## src/rtl/dma_ch_apb_regif_pkg.sv

```systemverilog
`default_nettype none
// +----------------------------------------------------------------------------+
// | dma_ch_pkg : offsets, word indices and bit positions for one DMA channel   |
// | Rev 1.0                                                                    |
// +----------------------------------------------------------------------------+
package dma_ch_pkg;

  localparam int NUM_WORDS     = 15;
  localparam int NUM_CHN_WORDS = 12;

  localparam logic [7:0] OFF_CMD          = 8'h00;
  localparam logic [7:0] OFF_STATUS       = 8'h04;
  localparam logic [7:0] OFF_INTREN       = 8'h08;
  localparam logic [7:0] OFF_CTRL         = 8'h0C;
  localparam logic [7:0] OFF_SRCADDR      = 8'h10;
  localparam logic [7:0] OFF_DESADDR      = 8'h18;
  localparam logic [7:0] OFF_XSIZE        = 8'h20;
  localparam logic [7:0] OFF_SRCTRANSCFG  = 8'h28;
  localparam logic [7:0] OFF_DESTRANSCFG  = 8'h2C;
  localparam logic [7:0] OFF_XADDRINC     = 8'h30;
  localparam logic [7:0] OFF_FILLVAL      = 8'h38;
  localparam logic [7:0] OFF_SRCTRIGINCFG = 8'h4C;
  localparam logic [7:0] OFF_DESTRIGINCFG = 8'h50;
  localparam logic [7:0] OFF_TRIGOUTCFG   = 8'h54;
  localparam logic [7:0] OFF_LINKADDR     = 8'h78;
  localparam logic [7:0] OFF_WRKREGPTR    = 8'h88;
  localparam logic [7:0] OFF_WRKREGVAL    = 8'h8C;
  localparam logic [7:0] OFF_ERRINFO      = 8'h90;

  // data_out word indices
  localparam int W_CMD          = 0;
  localparam int W_STATUS       = 1;
  localparam int W_INTREN       = 2;
  localparam int W_CTRL         = 3;
  localparam int W_SRCADDR      = 4;
  localparam int W_DESADDR      = 5;
  localparam int W_XSIZE        = 6;
  localparam int W_SRCTRANSCFG  = 7;
  localparam int W_DESTRANSCFG  = 8;
  localparam int W_XADDRINC     = 9;
  localparam int W_FILLVAL      = 10;
  localparam int W_SRCTRIGINCFG = 11;
  localparam int W_DESTRIGINCFG = 12;
  localparam int W_TRIGOUTCFG   = 13;
  localparam int W_LINKADDR     = 14;

  // chn_reg_in word positions, counted from the LSB end
  localparam int C_ERRINFO      = 0;
  localparam int C_LINKADDR     = 1;
  localparam int C_TRIGOUTCFG   = 2;
  localparam int C_DESTRIGINCFG = 3;
  localparam int C_SRCTRIGINCFG = 4;
  localparam int C_FILLVAL      = 5;
  localparam int C_XADDRINC     = 6;
  localparam int C_DESTRANSCFG  = 7;
  localparam int C_SRCTRANSCFG  = 8;
  localparam int C_CTRL         = 9;
  localparam int C_STATUS       = 10;
  localparam int C_CMD          = 11;

  localparam int X_XSIZE   = 0;
  localparam int X_DESADDR = 1;
  localparam int X_SRCADDR = 2;

  localparam int CMD_ENABLE  = 0;
  localparam int CMD_CLEAR   = 1;
  localparam int CMD_DISABLE = 2;
  localparam int CMD_STOP    = 3;
  localparam int CMD_PAUSE   = 4;
  localparam int CMD_RESUME  = 5;
  localparam int CMD_PULSE_W = 6;

  localparam int STAT_DONE     = 16;
  localparam int STAT_ERR      = 17;
  localparam int STAT_DISABLED = 18;
  localparam int STAT_STOPPED  = 19;

  typedef enum logic [1:0] {
    APB_IDLE   = 2'd0,
    APB_SETUP  = 2'd1,
    APB_ACCESS = 2'd2
  } apb_state_e;

  // Configuration words that are frozen while the channel is enabled
  function automatic logic is_protected(input logic [7:0] off);
    return (off >= OFF_CTRL) && (off <= OFF_LINKADDR);
  endfunction

endpackage
`default_nettype wire

```

## src/rtl/dma_ch_apb_regif_if.sv

```systemverilog
`default_nettype none
// +----------------------------------------------------------------------------+
// | dma_ch_apb_regif_if : APB3 bus bundle with master/slave views              |
// | Rev 1.0                                                                    |
// +----------------------------------------------------------------------------+
interface dma_ch_apb_regif_if #(
  parameter int ADDR_W = 12,
  parameter int WIDTH  = 32
) ();
  logic                 psel;
  logic                 penable;
  logic                 pwrite;
  logic [ADDR_W-1:0]    paddr;
  logic [WIDTH-1:0]     pwdata;
  logic [WIDTH/8-1:0]   pstrb;
  logic [WIDTH-1:0]     prdata;
  logic                 pready;
  logic                 pslverr;

  modport master (
    output psel, penable, pwrite, paddr, pwdata, pstrb,
    input  prdata, pready, pslverr
  );

  modport slave (
    input  psel, penable, pwrite, paddr, pwdata, pstrb,
    output prdata, pready, pslverr
  );
endinterface
`default_nettype wire

```

## src/rtl/dma_ch_apb_regif_fsm.sv

```systemverilog
`default_nettype none
// +----------------------------------------------------------------------------+
// | dma_apb_slv_fsm : APB3 transfer sequencer with one fixed wait state        |
// | Rev 1.0                                                                    |
// +----------------------------------------------------------------------------+
module dma_apb_slv_fsm
  import dma_ch_pkg::*;
(
  input  logic clk,
  input  logic resetn,
  input  logic i_psel,
  input  logic i_penable,
  output logic o_load,
  output logic o_pready,
  output logic o_commit
);

  apb_state_e r_state;
  apb_state_e w_next;

  always_ff @(posedge clk or negedge resetn) begin
    if (!resetn) r_state <= APB_IDLE;
    else         r_state <= w_next;
  end

  // SETUP covers the first enable cycle (the wait state); o_load captures read data for ACCESS
  always_comb begin
    w_next   = r_state;
    o_load   = 1'b0;
    o_pready = 1'b0;
    o_commit = 1'b0;
    case (r_state)
      APB_IDLE: begin
        if (i_psel && !i_penable) w_next = APB_SETUP;
      end
      APB_SETUP: begin
        if (!i_psel) begin
          w_next = APB_IDLE;
        end else if (i_penable) begin
          w_next = APB_ACCESS;
          o_load = 1'b1;
        end
      end
      APB_ACCESS: begin
        o_pready = 1'b1;
        o_commit = i_psel && i_penable;
        w_next   = (i_psel && !i_penable) ? APB_SETUP : APB_IDLE;
      end
      default: w_next = APB_IDLE;
    endcase
  end

endmodule
`default_nettype wire

```

## src/rtl/dma_ch_apb_regif.sv

```systemverilog
`default_nettype none
// +----------------------------------------------------------------------------+
// | dma_ch_apb_regif : APB3 register front end for one DMA channel             |
// | Optional byte-lane writes with APB_PSTRB_EN.            Rev 1.0            |
// +----------------------------------------------------------------------------+
module dma_ch_apb_regif
  import dma_ch_pkg::*;
#(
  parameter int WIDTH  = 32,
  parameter int ADDR_W = 12
) (
  input  logic                         clk,
  input  logic                         resetn,
  dma_ch_apb_regif_if.slave            apb,
  input  logic                         i_wr_en_for_updated,
  input  logic [WIDTH-1:0]             i_srcaddr_upd,
  input  logic [WIDTH-1:0]             i_desaddr_upd,
  input  logic [WIDTH-1:0]             i_xsize_upd,
  input  logic [NUM_CHN_WORDS*WIDTH-1:0] i_chn_reg_in,
  input  logic [3*WIDTH-1:0]           i_xsize_upd_in,
  input  logic [WIDTH-1:0]             i_wrkregval_in,
  output logic [NUM_WORDS*WIDTH-1:0]   o_data_out,
  output logic [WIDTH-1:0]             o_cfg_wrkregptr
);

  logic [WIDTH-1:0]     r_word [NUM_WORDS];
  logic [WIDTH-1:0]     r_ptr;
  logic [WIDTH-1:0]     r_prdata;
  logic                 r_pslverr;

  logic                 w_load;
  logic                 w_fsm_commit;
  logic                 w_pready;
  logic                 w_commit;
  logic [7:0]           w_off;
  logic                 w_hit;
  logic                 w_ro;
  logic                 w_prot;
  logic                 w_wword;
  logic                 w_wptr;
  logic [3:0]           w_widx;
  logic [WIDTH-1:0]     w_rdata;
  logic [WIDTH-1:0]     w_mask;
  logic                 w_nop;
  logic                 w_err;
  logic                 w_chn_en;
  logic [NUM_WORDS-1:0] w_we;
  logic [WIDTH-1:0]     w_cmd_merged;

  dma_apb_slv_fsm u_fsm (
    .clk       (clk),
    .resetn    (resetn),
    .i_psel    (apb.psel),
    .i_penable (apb.penable),
    .o_load    (w_load),
    .o_pready  (w_pready),
    .o_commit  (w_fsm_commit)
  );

`ifdef APB_PSTRB_EN
  always_comb begin
    w_mask = '0;
    for (int b = 0; b < WIDTH/8; b++) w_mask[8*b +: 8] = {8{apb.pstrb[b]}};
  end
  assign w_nop = apb.pwrite && (apb.pstrb == '0);
`else
  assign w_mask = '1;
  assign w_nop  = 1'b0;
`endif

  function automatic logic [WIDTH-1:0] f_merge(input logic [WIDTH-1:0] old_v);
    return (old_v & ~w_mask) | (apb.pwdata & w_mask);
  endfunction

  assign w_off    = {apb.paddr[7:2], 2'b00};
  assign w_chn_en = i_chn_reg_in[C_CMD*WIDTH + CMD_ENABLE];

  always_comb begin
    w_hit   = 1'b0;
    w_ro    = 1'b0;
    w_wword = 1'b0;
    w_wptr  = 1'b0;
    w_widx  = 4'd0;
    w_rdata = '0;
    if (apb.paddr[ADDR_W-1:8] == '0) begin
      w_hit   = 1'b1;
      w_wword = 1'b1;
      case (w_off)
        OFF_CMD:          begin w_widx = 4'(W_CMD);          w_rdata = i_chn_reg_in[C_CMD*WIDTH +: WIDTH]; end
        OFF_STATUS:       begin w_widx = 4'(W_STATUS);       w_rdata = i_chn_reg_in[C_STATUS*WIDTH +: WIDTH]; end
        OFF_INTREN:       begin w_widx = 4'(W_INTREN);       w_rdata = r_word[W_INTREN]; end
        OFF_CTRL:         begin w_widx = 4'(W_CTRL);         w_rdata = i_chn_reg_in[C_CTRL*WIDTH +: WIDTH]; end
        OFF_SRCADDR:      begin w_widx = 4'(W_SRCADDR);      w_rdata = i_xsize_upd_in[X_SRCADDR*WIDTH +: WIDTH]; end
        OFF_DESADDR:      begin w_widx = 4'(W_DESADDR);      w_rdata = i_xsize_upd_in[X_DESADDR*WIDTH +: WIDTH]; end
        OFF_XSIZE:        begin w_widx = 4'(W_XSIZE);        w_rdata = i_xsize_upd_in[X_XSIZE*WIDTH +: WIDTH]; end
        OFF_SRCTRANSCFG:  begin w_widx = 4'(W_SRCTRANSCFG);  w_rdata = i_chn_reg_in[C_SRCTRANSCFG*WIDTH +: WIDTH]; end
        OFF_DESTRANSCFG:  begin w_widx = 4'(W_DESTRANSCFG);  w_rdata = i_chn_reg_in[C_DESTRANSCFG*WIDTH +: WIDTH]; end
        OFF_XADDRINC:     begin w_widx = 4'(W_XADDRINC);     w_rdata = i_chn_reg_in[C_XADDRINC*WIDTH +: WIDTH]; end
        OFF_FILLVAL:      begin w_widx = 4'(W_FILLVAL);      w_rdata = i_chn_reg_in[C_FILLVAL*WIDTH +: WIDTH]; end
        OFF_SRCTRIGINCFG: begin w_widx = 4'(W_SRCTRIGINCFG); w_rdata = i_chn_reg_in[C_SRCTRIGINCFG*WIDTH +: WIDTH]; end
        OFF_DESTRIGINCFG: begin w_widx = 4'(W_DESTRIGINCFG); w_rdata = i_chn_reg_in[C_DESTRIGINCFG*WIDTH +: WIDTH]; end
        OFF_TRIGOUTCFG:   begin w_widx = 4'(W_TRIGOUTCFG);   w_rdata = i_chn_reg_in[C_TRIGOUTCFG*WIDTH +: WIDTH]; end
        OFF_LINKADDR:     begin w_widx = 4'(W_LINKADDR);     w_rdata = i_chn_reg_in[C_LINKADDR*WIDTH +: WIDTH]; end
        OFF_WRKREGPTR:    begin w_wword = 1'b0; w_wptr = 1'b1; w_rdata = r_ptr; end
        OFF_WRKREGVAL:    begin w_wword = 1'b0; w_ro = 1'b1;   w_rdata = i_wrkregval_in; end
        OFF_ERRINFO:      begin w_wword = 1'b0; w_ro = 1'b1;   w_rdata = i_chn_reg_in[C_ERRINFO*WIDTH +: WIDTH]; end
        default:          begin w_wword = 1'b0; w_hit = 1'b0; end
      endcase
    end
  end

  assign w_prot = is_protected(w_off);
  assign w_err  = !w_hit || (apb.pwrite && !w_nop && (w_ro || (w_prot && w_chn_en)));

  // The error decision is frozen at load time so commit and response always agree
  assign w_commit = w_fsm_commit && apb.pwrite && !r_pslverr;

  always_comb begin
    w_we = '0;
    for (int k = 0; k < NUM_WORDS; k++)
      w_we[k] = w_commit && w_wword && (w_widx == 4'(k));
  end

  assign w_cmd_merged = f_merge(r_word[W_CMD]);

  always_ff @(posedge clk or negedge resetn) begin
    if (!resetn) begin
      for (int k = 0; k < NUM_WORDS; k++) r_word[k] <= '0;
      r_ptr     <= '0;
      r_prdata  <= '0;
      r_pslverr <= 1'b0;
    end else begin
      r_prdata  <= (w_load && !apb.pwrite && w_hit) ? w_rdata : '0;
      r_pslverr <= w_load && w_err;

      r_word[W_CMD][CMD_PULSE_W-1:0] <= '0;
      r_word[W_STATUS]               <= '0;

      if (i_wr_en_for_updated) begin
        r_word[W_SRCADDR] <= i_srcaddr_upd;
        r_word[W_DESADDR] <= i_desaddr_upd;
        r_word[W_XSIZE]   <= i_xsize_upd;
      end

      // APB writes come last so they override a coincident write-back
      if (w_we[W_CMD])
        r_word[W_CMD] <= {w_cmd_merged[WIDTH-1:CMD_PULSE_W],
                          apb.pwdata[CMD_PULSE_W-1:0] & w_mask[CMD_PULSE_W-1:0]};
      if (w_we[W_STATUS])
        r_word[W_STATUS] <= apb.pwdata & w_mask;
      for (int k = W_INTREN; k < NUM_WORDS; k++)
        if (w_we[k]) r_word[k] <= f_merge(r_word[k]);

      if (w_commit && w_wptr) r_ptr <= f_merge(r_ptr);
    end
  end

  for (genvar k = 0; k < NUM_WORDS; k++) begin : g_pack
    assign o_data_out[k*WIDTH +: WIDTH] = r_word[k];
  end

  assign o_cfg_wrkregptr = r_ptr;
  assign apb.prdata      = r_prdata;
  assign apb.pslverr     = r_pslverr;
  assign apb.pready      = w_pready;

endmodule
`default_nettype wire
```

## src/flat_wrapper.sv

```systemverilog
// flat-port wrapper written by rule: the top's interface ports become plain ports
module dma_ch_apb_regif_flat import dma_ch_pkg::*;
#(
  parameter int WIDTH  = 32,
  parameter int ADDR_W = 12
)
  (clk, resetn, i_wr_en_for_updated, i_srcaddr_upd, i_desaddr_upd, i_xsize_upd, i_chn_reg_in, i_xsize_upd_in, i_wrkregval_in, o_data_out, o_cfg_wrkregptr, apb_psel, apb_penable, apb_pwrite, apb_paddr, apb_pwdata, apb_pstrb, apb_prdata, apb_pready, apb_pslverr);
  dma_ch_apb_regif_if #(.ADDR_W(ADDR_W), .WIDTH(WIDTH)) apb_i ();
  input  logic clk;
  input  logic resetn;
  input  logic i_wr_en_for_updated;
  input  logic [WIDTH-1:0] i_srcaddr_upd;
  input  logic [WIDTH-1:0] i_desaddr_upd;
  input  logic [WIDTH-1:0] i_xsize_upd;
  input  logic [NUM_CHN_WORDS*WIDTH-1:0] i_chn_reg_in;
  input  logic [3*WIDTH-1:0] i_xsize_upd_in;
  input  logic [WIDTH-1:0] i_wrkregval_in;
  output logic [NUM_WORDS*WIDTH-1:0] o_data_out;
  output logic [WIDTH-1:0] o_cfg_wrkregptr;
  input wire logic [$bits(apb_i.psel)-1:0] apb_psel;
  input wire logic [$bits(apb_i.penable)-1:0] apb_penable;
  input wire logic [$bits(apb_i.pwrite)-1:0] apb_pwrite;
  input wire logic [$bits(apb_i.paddr)-1:0] apb_paddr;
  input wire logic [$bits(apb_i.pwdata)-1:0] apb_pwdata;
  input wire logic [$bits(apb_i.pstrb)-1:0] apb_pstrb;
  output wire logic [$bits(apb_i.prdata)-1:0] apb_prdata;
  output wire logic [$bits(apb_i.pready)-1:0] apb_pready;
  output wire logic [$bits(apb_i.pslverr)-1:0] apb_pslverr;
  assign apb_i.psel = apb_psel;
  assign apb_i.penable = apb_penable;
  assign apb_i.pwrite = apb_pwrite;
  assign apb_i.paddr = apb_paddr;
  assign apb_i.pwdata = apb_pwdata;
  assign apb_i.pstrb = apb_pstrb;
  assign apb_prdata = apb_i.prdata;
  assign apb_pready = apb_i.pready;
  assign apb_pslverr = apb_i.pslverr;
  dma_ch_apb_regif #(.WIDTH(WIDTH), .ADDR_W(ADDR_W)) u_core (.clk(clk), .resetn(resetn), .apb(apb_i), .i_wr_en_for_updated(i_wr_en_for_updated), .i_srcaddr_upd(i_srcaddr_upd), .i_desaddr_upd(i_desaddr_upd), .i_xsize_upd(i_xsize_upd), .i_chn_reg_in(i_chn_reg_in), .i_xsize_upd_in(i_xsize_upd_in), .i_wrkregval_in(i_wrkregval_in), .o_data_out(o_data_out), .o_cfg_wrkregptr(o_cfg_wrkregptr));
endmodule
```

## config.mk

```make
export PLATFORM = sky130hd
export DESIGN_NAME = dma_ch_apb_regif_flat
export DESIGN_NICKNAME = d
export VERILOG_FILES = /design/src/rtl/dma_ch_apb_regif_pkg.sv /design/src/rtl/dma_ch_apb_regif_if.sv /design/src/rtl/dma_ch_apb_regif_fsm.sv /design/src/rtl/dma_ch_apb_regif.sv /design/src/flat_wrapper.sv
export SDC_FILE = /design/constraint.sdc
export NUM_CORES = 1
export LEC_CHECK = 0
export CORE_AREA = 2 2 471 473
export CTS_CLUSTER_DIAMETER = 30
export CTS_CLUSTER_SIZE = 28
export DETAILED_ROUTE_END_ITERATION = 6
export DIE_AREA = 0 0 473 475
export PLACE_DENSITY = 0.42
export SLEW_MARGIN = 15
export SYNTH_ARGS = -nofsm -noshare
export SYNTH_HDL_FRONTEND = slang
export SYNTH_HIERARCHICAL = 1
export SYNTH_SLANG_ARGS = --single-unit
```

## constraint.sdc

```tcl
create_clock -name clk -period 4.5 [get_ports clk]
set_clock_uncertainty 0.1 [all_clocks]
set_input_delay 0.9 -clock clk [delete_from_list [all_inputs] [get_ports clk]]
set_output_delay 0.9 -clock clk [all_outputs]
set_load 0.01 [all_outputs]
```

==> impl_metrics.tcl <==
set metrics [dict create \
    cpPeakStageDelay_ns 0.78 \
    peakVddDrop_mv 0.359 \
    nNetsFinal 3869 \
    clock_tree.buffer_depth 3 \
    cts.sinks 547 \
    fmax_mhz 275 \
    worstSetupPathType "input pin to flop" \
    clk_latency_ns 0.81 \
    initial_utilization 0.113 \
    synth-seq-cells 547 \
    setup-violations-final 0 \
    synth_area_leader_cell "dfrtp_1" \
    wl_mm 202 \
    hold_buffers 0 \
    postLayoutCoreUtil 0.219 \
    grt_max_degree 92 \
    core_area_mm2 0.219 \
    synth_common_cells "547 x dfrtp_1, 496 x mux2_2, 158 x a22oi_1" \
    relSlewSlack 0.169 \
    ys_seq_area_frac 0.554 \
    synthAdderAreaFrac 0 \
    syn-mean-instance-area_um2 13.3 \
    overflow 0 \
    cts_resized 0 \
    die_area_mm2 0.225 \
    h-tree-depth 4 \
    design_area_mm2 0.0479 \
    drt_iter0_drc 1438 \
    tns_ns 0 \
    io_buffers 1201 \
    worst_slew_pin_slew_ns 1.24 \
    crit_required_ns 5.07 \
    rsz0062_at_grt "false" \
    firstDrtPassIters 5 \
    hp-class "input pin to async pin" \
    synth.cell_area_mm2 0.0247 \
    synth_compound_area_frac 0.112 \
    synthXorXnorAreaFrac 0.00106 \
    area_growth_pct 93.9 \
    io_pins 1208 \
    synthMuxAreaShare 0.256 \
    min_period_ns 3.64 \
    placed_area_mm2 0.0412 \
    critPathLaunchType "input pin" \
    grt_pass1_vias 25316 \
    synth_top_family_by_area "multiplexers" \
    ys.flop_type "dfrtp_1" \
    clockRootBuffer "clkbuf_16" \
    rows 172 \
    fin_crit_sh 0.808 \
    power.total_mw 20.3 \
    hpwlAfterDp_mm 160 \
    grt_util_all_layers 0.173 \
    maxCapViolCount 0 \
    path_buf_inv 3 \
    vias 23661 \
    reg2regPathDepth 9 \
    numCtsBuffers 181 \
    synthArstFlopShare 1.00 \
    r2r_slack_ns 1.31 \
    cts_tree "done" \
    outcome "finished clean" \
    grt_antenna_before_repair 74 \
    synth_top_area_frac 0.554 \
    ys_types 54 \
    route.detailed.drc 0 \
    wl_per_cell_um 32.3 \
    cp_data_arrival_time_ns 4.20 \
    die_h_um 475 \
    syn_nets 2515 \
    ant_nets 0 \
    synth_edf_count 0 \
    leakagePower_nw 20.0 \
    die_w_um 473 \
    clk_transition_reported_paths_ns 0.04 \
    grt_pass1_wl_mm 257 \
    yosys_warnings 6 \
    cp_max_fo 32 \
    critical_path.endpoint_type "flop" \
    netlist_instances 1853 \
    slowest_stage "clkdlybuf4s50_1" \
    vias_per_cell 3.78 \
    path_depth 9 \
    yosys.area_share.simple 0.0468 \
    gp_congestion 0.918 \
    final-hold-violation-count 0 \
    final_max_slew_viol_count 0 \
    cts_setup_buffers 0 \
    path_delay_family "buffers and inverters" \
    drive_above_1_share 0.303 \
    path_cells "clkdlybuf4s50_1, buf_4, a21bo_2, a221oi_1, o21ai_1, o211a_1, or2_2, buf_12, mux2_2" \
    yosysMostFrequentCell "dfrtp_1" \
    power_density_mw_per_mm2 423 \
    ys_top_cells_by_area "dfrtp_1 55%, mux2_2 23%, a22oi_1 4.8%" \
]
==> logic make-up after synthesis <==
group | Yosys count
and+or+nand+nor | 213
DFF | 547
muxes | 558
buffers and inverters | 172
AOI/OAI and AO/OA | 360
xor gates and xnor gates | 3
==> layer usage <==
metal	up-vias	GRT usage	routed length, um
met1	12077	0.193	77200
met3	338	0.0690	19100
met2	1429	0.293	97500
met4	12	0.0708	7880
met5	-	0	88
li1	9805	-	-
==> placed cells by master (no fill, tap or decap), types with 4 or more instances in the layout <==
| cell | Yosys | routed |
|---|---|---|
| clkdlybuf4s50_1 | 0 | 1186 |
| dfrtp_1 | 547 | 547 |
| mux2_2 | 496 | 496 |
| clkbuf_16 | 0 | 181 |
| a22oi_1 | 158 | 158 |
| buf_4 | 1 | 95 |
| a221oi_1 | 73 | 73 |
| a22o_1 | 60 | 60 |
| nand2_1 | 56 | 55 |
| clkbuf_8 | 0 | 47 |
| clkinv_2 | 0 | 38 |
| buf_12 | 0 | 37 |
| mux2i_1 | 36 | 36 |
| clkbuf_1 | 107 | 28 |
| a31oi_1 | 28 | 28 |
| and2_1 | 27 | 27 |
| bufinv_16 | 0 | 25 |
| mux2_4 | 24 | 24 |
| o21ai_0 | 23 | 23 |
| diode_2 | 0 | 21 |
| nor2_1 | 35 | 18 |
| nor2_4 | 0 | 17 |
| nor3_1 | 30 | 17 |
| buf_2 | 37 | 13 |
| nor3_2 | 0 | 13 |
| and4_1 | 12 | 12 |
| inv_1 | 11 | 11 |
| clkinv_16 | 0 | 9 |
| nand2b_1 | 8 | 8 |
| and3_1 | 8 | 8 |
| a21oi_1 | 5 | 5 |
| nand4_1 | 5 | 5 |
| inv_16 | 0 | 4 |
| clkinvlp_4 | 0 | 4 |
| nor3b_1 | 4 | 4 |
| nor2b_1 | 4 | 4 |
==> state kept, by name, summed over array words and instances (netlist names) <==
register                cells
u_core/apb.prdata          32
u_core/apb.pslverr          1
u_core/o_cfg_wrkregptr     32
u_core/o_data_out         480
u_core/u_fsm/r_state        2
==> through the flow <==
step / hold slack (ns) / instances / worst slack [ns]
6_report: 0.0912 / 6253 / 0.864
5_1_grt: 0.0952 / 6240 / 0.814
4_1_cts: 0.0489 / 6232 / 1.04
3_5_place_dp: 0.388 / 5895 / 0.143
3_3_place_gp: 0.375 / 5895 / 0.165
2_1_floorplan: 0.350 / 1853 / 1.09
==> area by class of cell <==
cell class | count | area [um^2]
clock buffer | 256 | 5280
tap | 2871 | 3590
sequential | 547 | 13700
clock inverter | 81 | 1330
antenna | 21 | 52.6
inverter | 11 | 41.3
timing repair buffer | 1332 | 13400
fill | 23569 | 171000
multi-input combinational | 1134 | 10500
==> report_power, final <==
group          internal (mW)  leakage [nW]  switching [mW]
Sequential              5.03          7.43          0.0560
Clock                   9.54          3.25            3.97
Combinational          0.864          9.31           0.812
==> path summary, 6_finish.rpt <==
| kind | from | to |
|---|---|---|
| setup / recovery | apb_paddr[6] | u_core/o_data_out[16] |
| hold / removal | resetn | u_core/o_data_out[304] |
| setup reg to reg | u_core/u_fsm/r_state[0] | u_core/o_data_out[144] |
| hold reg to reg | u_core/o_data_out[22] | u_core/o_data_out[22] |
| max in group asynchronous | resetn | u_core/o_data_out[203] |
| min in group clk | u_core/o_data_out[22] | u_core/o_data_out[22] |
No activity file was read; power rests on OpenSTA's default activity.
